--- src/rtl/traffic_pkg.sv ---
// rtl/traffic_pkg.sv - shared light encodings, phase codes and light decode for the intersection scheduler
package traffic_pkg;

    localparam logic [2:0] LT_GREEN  = 3'b001;
    localparam logic [2:0] LT_YELLOW = 3'b010;
    localparam logic [2:0] LT_RED    = 3'b100;

    typedef enum logic [2:0] {
        PH_MG  = 3'd0,
        PH_MY  = 3'd1,
        PH_AR1 = 3'd2,
        PH_SG  = 3'd3,
        PH_SY  = 3'd4,
        PH_AR2 = 3'd5,
        PH_PW  = 3'd6
    } phase_e;

    // Returns {main, side}; anything unrecognised shows red both ways.
    function automatic logic [5:0] light_of(input phase_e p);
        logic [5:0] r;
        case (p)
            PH_MG:   r = {LT_GREEN,  LT_RED};
            PH_MY:   r = {LT_YELLOW, LT_RED};
            PH_SG:   r = {LT_RED,    LT_GREEN};
            PH_SY:   r = {LT_RED,    LT_YELLOW};
            default: r = {LT_RED,    LT_RED};
        endcase
        return r;
    endfunction

endpackage

--- src/rtl/phase_timer.sv ---
// rtl/phase_timer.sv - saturating tick counter measuring time spent in the current phase
module phase_timer #(
    parameter int TMR_W = 4
) (
    input  logic             clk,
    input  logic             rst,
    input  logic             clr,
    input  logic             tick,
    output logic [TMR_W-1:0] count
);

    // Clear wins over tick so a fresh phase always starts from zero; hold at all-ones.
    always_ff @(posedge clk) begin
        if (rst || clr) begin
            count <= '0;
        end else if (tick && (count != {TMR_W{1'b1}})) begin
            count <= count + 1'b1;
        end
    end

endmodule

--- src/rtl/traffic_phase_scheduler.sv ---
// rtl/traffic_phase_scheduler.sv - intersection phase sequencer with request latching and emergency preemption
module traffic_phase_scheduler
    import traffic_pkg::*;
#(
    parameter int TMR_W      = 4,
    parameter int MIN_GREEN  = 7,
    parameter int SIDE_GREEN = 5,
    parameter int YELLOW     = 2,
    parameter int ALL_RED    = 1,
    parameter int PED_WALK   = 3
) (
    input  logic       clk,
    input  logic       rst,
    input  logic       tick,
    input  logic       side_req,
    input  logic       ped_req,
    input  logic       emerg_req,
    output logic [2:0] light_main,
    output logic [2:0] light_side,
    output logic       walk,
    output logic       side_ack,
    output logic       ped_ack,
    output logic       emerg_active,
    output logic [2:0] phase
);

    // Timer value on the final tick of each timed phase.
    localparam logic [TMR_W-1:0] MG_LAST = TMR_W'(MIN_GREEN - 1);
    localparam logic [TMR_W-1:0] SG_LAST = TMR_W'(SIDE_GREEN - 1);
    localparam logic [TMR_W-1:0] Y_LAST  = TMR_W'(YELLOW - 1);
    localparam logic [TMR_W-1:0] AR_LAST = TMR_W'(ALL_RED - 1);
    localparam logic [TMR_W-1:0] PW_LAST = TMR_W'(PED_WALK - 1);

    phase_e           state_q;
    phase_e           state_d;
    logic [TMR_W-1:0] timer;
    logic             timer_clr;
    logic             side_pend;
    logic             ped_pend;
    logic             from_ped;
    logic             fresh;
    logic             enter_sg;
    logic             enter_pw;
    logic             enter_ar2;

    phase_timer #(.TMR_W(TMR_W)) u_timer (
        .clk   (clk),
        .rst   (rst),
        .clr   (timer_clr),
        .tick  (tick),
        .count (timer)
    );

    assign timer_clr = (state_d != state_q);
    assign enter_sg  = (state_d == PH_SG)  && (state_q != PH_SG);
    assign enter_pw  = (state_d == PH_PW)  && (state_q != PH_PW);
    assign enter_ar2 = (state_d == PH_AR2) && (state_q != PH_AR2);

    // Next-phase selection; every exit except the emergency aborts waits for a tick.
    always_comb begin
        state_d = state_q;
        case (state_q)
            PH_MG: begin
                if (tick && (timer >= MG_LAST) && (side_pend || ped_pend) && !emerg_req)
                    state_d = PH_MY;
            end
            PH_MY: begin
                if (tick && (timer == Y_LAST))
                    state_d = PH_AR1;
            end
            PH_AR1: begin
                if (tick && (timer == AR_LAST)) begin
                    if (emerg_req)      state_d = PH_MG;
                    else if (ped_pend)  state_d = PH_PW;
                    else if (side_pend) state_d = PH_SG;
                    else                state_d = PH_MG;
                end
            end
            PH_SG: begin
                if (emerg_req || (tick && (timer == SG_LAST)))
                    state_d = PH_SY;
            end
            PH_SY: begin
                if (tick && (timer == Y_LAST))
                    state_d = PH_AR2;
            end
            PH_PW: begin
                if (emerg_req || (tick && (timer == PW_LAST)))
                    state_d = PH_AR2;
            end
            PH_AR2: begin
                // Side may only follow a walk, so two side greens are always split by main green.
                if (tick && (timer == AR_LAST)) begin
                    if (emerg_req)                   state_d = PH_MG;
                    else if (from_ped && side_pend)  state_d = PH_SG;
                    else                             state_d = PH_MG;
                end
            end
            default: state_d = PH_MG;
        endcase
    end

    // Phase register plus request latches; a clear on service entry beats a same-edge request.
    always_ff @(posedge clk) begin
        if (rst) begin
            state_q   <= PH_MG;
            side_pend <= 1'b0;
            ped_pend  <= 1'b0;
            from_ped  <= 1'b0;
            fresh     <= 1'b0;
        end else begin
            state_q   <= state_d;
            fresh     <= timer_clr;
            side_pend <= enter_sg ? 1'b0 : (side_pend | side_req);
            ped_pend  <= enter_pw ? 1'b0 : (ped_pend | ped_req);
            if (enter_ar2)
                from_ped <= (state_q == PH_PW);
        end
    end

    // Outputs decode the registered phase only, so they change together with it.
    always_comb begin
        {light_main, light_side} = light_of(state_q);
        walk         = (state_q == PH_PW);
        side_ack     = fresh && (state_q == PH_SG);
        ped_ack      = fresh && (state_q == PH_PW);
        emerg_active = emerg_req && (state_q == PH_MG);
        phase        = state_q;
    end

endmodule

--- config.mk ---
export PLATFORM = sky130hd
export DESIGN_NAME = traffic_phase_scheduler
export DESIGN_NICKNAME = d
export VERILOG_FILES = /design/src/rtl/traffic_pkg.sv /design/src/rtl/phase_timer.sv /design/src/rtl/traffic_phase_scheduler.sv
export SDC_FILE = /design/constraint.sdc
export NUM_CORES = 1
export LEC_CHECK = 0
export ABC_AREA = 1
export BUFFER_PORTS_ARGS = -buffer_cell sky130_fd_sc_hd__buf_4
export CORE_MARGIN = 1
export CORE_UTILIZATION = 48
export DETAILED_ROUTE_END_ITERATION = 7
export GPL_TIMING_DRIVEN = 0
export MAX_ROUTING_LAYER = met4
export PLACE_DENSITY = 0.74
export SLEW_MARGIN = 15
export SYNTH_ARGS = -nofsm -noshare
export SYNTH_HDL_FRONTEND = slang
export SYNTH_SLANG_ARGS = --single-unit
--- constraint.sdc ---
create_clock -name clk -period 1.4 [get_ports clk]
set_input_delay 0.21 -clock clk [delete_from_list [all_inputs] [get_ports clk]]
set_output_delay 0.21 -clock clk [all_outputs]
set_load 0.05 [all_outputs]
==> impl_results.md <==
* Dpl hpwl at 1.59 mm
* Worst setup margin at -0.323 ns
* Clock Skew at 0.00482 ns
* Synth top area cells: dfxtp_1, nand2_1, nor2_1, inv_1, nand3_1
* # Max-Cap Violations at 0
* Min Tclk post-route at 1.72 ns
* XOR/XNOR Fraction of Synth Area at 2.91%
* Total GRT Usage at 24.6%
* Synthesized area at 903 um2
* 1st-pass router iterations at 4
* Syn_nets at 147
* First-pass GRT wire length at 3.50 mm
* Slew Viols, Final at 0
* P per Cell Area at 706 mW/mm2
* Rel. slew slack at 80.4%
* Crit end category: flip-flop
* Status: finished, violations left
* Avg Inst Size Synth at 6.59 um2
* IO buf count at 18
* RePlAce Congestion at 0.847
* Max Freq at 0.581 GHz
* Count leader, synth: nand2_1
* Largest net degree at the start of global routing at 9
* Post-synth top area share at 24.4%
* Flip-flop and latch count after synthesis at 11
* Least-Margin Pin Slew at 0.291 ns
* GRT Residual Overflow at 0
* Clk sinks at 11
* Async S/R FF share, synth at 0%
* Synth Area in Compound Gates at 5.96%
* CP arrival at 1.88 ns
* Via count at 974
* Post-synthesis mux area share at 0%
* Post-synth top cells: nand2_1, nor2_1, inv_1
* RSZ-0062 raised after global routing: true
* CP Launch Type: flip-flop
* Drt via density at 5.05
* Vias in the first global route at 814
* Synth Area in Adders at 5.54%
* Clock buffer depth at 2
* CP Cell Sequence: inv_4, ha_4, nand2_1, nor2_2, nand2_1, o21ai_1, nand2_1, nor2_2, nand2_2, nand2_1, nand2_2, nand3_4, nor2_1
* WL/cell at 12.3 um
* Cell mode on critical path: nand2_1
* Fraction of layout cells with a size suffix above 1 at 51.8%
* Worst skew pair latency at 0.27 ns
* Setup CP Type: flip-flop to flip-flop
* Final Total Pwr at 1000 uW
* DP Worst Slack at -0.352 ns
* Die area at 0.00206 mm2
* Reg2Reg Depth at 13
* Die Y-Extent at 45.4 um
* Drc violations at 0
* DRT antenna net count at 0
* Worst-path maximum fanout at 4
* Slowest-stage cell, CP: dfxtp_4
* CORE AREA at 0.00175 mm2
* CTS tree: done
* Maximum vdd drop at 0.747 mV
* Final setup fails at 14
* H-tree depth at 1
* Hold Path Depth at 2
* Chip Width at 45.4 um
* Largest family of logic cells by synthesized area: simple AND/OR/NAND/NOR gates
* Clk pin slew, worst setup/hold paths at 0.07 ns
* Yosys cell types at 24
* Failing checks: negative setup slack
* Initial antenna violation count at 0
* WHS Endpoint: phase[0]$_SDFF_PP0_
* Period utilization at 123%
* Crit path max-delay family: simple AND/OR/NAND/NOR gates
* Max stage delay on crit path at 0.36 ns
* Root Buffer: clkbuf_4
* CTS buffer count at 3
* RR Startpoint: u_timer.count[1]$_SDFFE_PP0P_
* Initial Util at 51.8%
* Fin nets at 179
* ANT cells at 0
* IO Pins at 19
* Core Rows at 15
* Hold Crit Class: input port to flip-flop
* Setup TNS at -2.34 ns
* Post-synthesis sequential area ratio at 24.4%
* Reg2reg end: u_timer.count[1]$_SDFFE_PP0P_
* CP bufs+invs at 1
* EDFF count, synth at 0
* Synth Warn # at 0
* Final wirelength at 2.37 mm
* Dominant cell type by area after synthesis: dfxtp_1
* Layout area overhead at 57.3%
* Top_reg_cell synth: dfxtp_1
* Hold Startpoint: rst
* Setup slack, reg-to-reg at -0.32 ns
* Fin. Hold Viols at 0
* Leak at 0.000680 uW
* Critical path required time at 1.56 ns
* Synth Area in Simple Gates at 48.8%
* 1st-iter DRT viols at 17
* Synth Instances at 137
[through the flow]
step | instance area [um2] | std cells | utilization, % | hold slack, ns
floorplan | 955 | 137 | - | 0.273
global placement | 1120 | 180 | 64.2 | 0.405
detailed placement | 1120 | 180 | 64.2 | 0.404
CTS | 1300 | 190 | 74.5 | 0.117
global route | 1420 | 193 | 81.4 | 0.137
finish | 1420 | 193 | 81.4 | 0.126
[cell type report]
type                            count  area (um2)
Buffer                              1        20.0
Clock buffer                        4        26.3
Fill cell                         108         324
Inverter                           21        88.8
Multi-Input combinational cell    102         722
Sequential cell                    11         239
Tap cell                           25        31.3
Timing Repair Buffer               29         294
[worst max path at each step]
stage,start,endpoint,cells past startpoint
floorplan,phase[1]$_SDFF_PP0_,side_pend$_SDFF_PP0_,11
global placement,u_timer.count[1]$_SDFFE_PP0P_,u_timer.count[1]$_SDFFE_PP0P_,13
detailed placement,u_timer.count[0]$_SDFFE_PP0P_,u_timer.count[2]$_SDFFE_PP0P_,13
CTS,u_timer.count[0]$_SDFFE_PP0P_,u_timer.count[1]$_SDFFE_PP0P_,12
global route,u_timer.count[1]$_SDFFE_PP0P_,u_timer.count[1]$_SDFFE_PP0P_,13
finish,u_timer.count[1]$_SDFFE_PP0P_,u_timer.count[1]$_SDFFE_PP0P_,13
[timing repair]
item	4_1_cts	5_1_grt
pin swaps	14	13
endpoints found under the setup margin	19	18
hold buffers	0	0
buffers inserted	7	3
resized for setup	33	26
endpoints found under the hold margin	0	0
gates cloned	1	0
[registers in the layout (all words and copies together), names as in the netlist]
| signal | flops |
|---|---|
| phase | 3 |
| fresh | 1 |
| from_ped | 1 |
| u_timer.count | 4 |
| side_pend | 1 |
| ped_pend | 1 |
[placed cells by master (no fill, tap or decap), types with 2 or more instances in the layout]
master and instances:
nand3_2 3, nand4_1 2, dfxtp_1 6, dfxtp_4 5, ha_4 2, nor3_4 2, o21ai_0 3, clkbuf_4 3
nand3_1 10, buf_8 3, nand2_4 4, o21ai_1 2, nor2_4 7, inv_1 12, xor2_1 3, buf_6 9
ha_1 2, buf_4 16, a21oi_1 2, nand3_4 2, nor2_1 13, inv_4 4, nand2_2 9, nand2_1 23
nor2_2 8, inv_2 5
[metal layers]
| metal | vias to the layer above | wire [um] | track usage [%] | share of wire, % |
|---|---|---|---|---|
| li1 | 499 | - | - | - |
| met5 | - | 0 | - | 0 |
| met4 | 0 | 12 | 11.5 | 0.51 |
| met2 | 38 | 1180 | 37.1 | 50 |
| met3 | 2 | 120 | 1.59 | 5.1 |
| met1 | 435 | 1050 | 33.3 | 44 |
[cell families after synthesis]
logic type | after synthesis
flip-flops | 11
buffers and inverters | 24
adder cells (fa/ha/maj) | 4
AO/OA/AOI/OAI | 9
XOR/XNOR | 3
AND/OR/NAND/NOR | 86
[report_power, final]
| part | internal [uW] | switching [uW] | total, uW |
|---|---|---|---|
| clock | 110 | 102 | 213 |
| sequential | 339 | 36.8 | 375 |
| combinational | 164 | 251 | 416 |
Power figures use the tool's default switching activity.
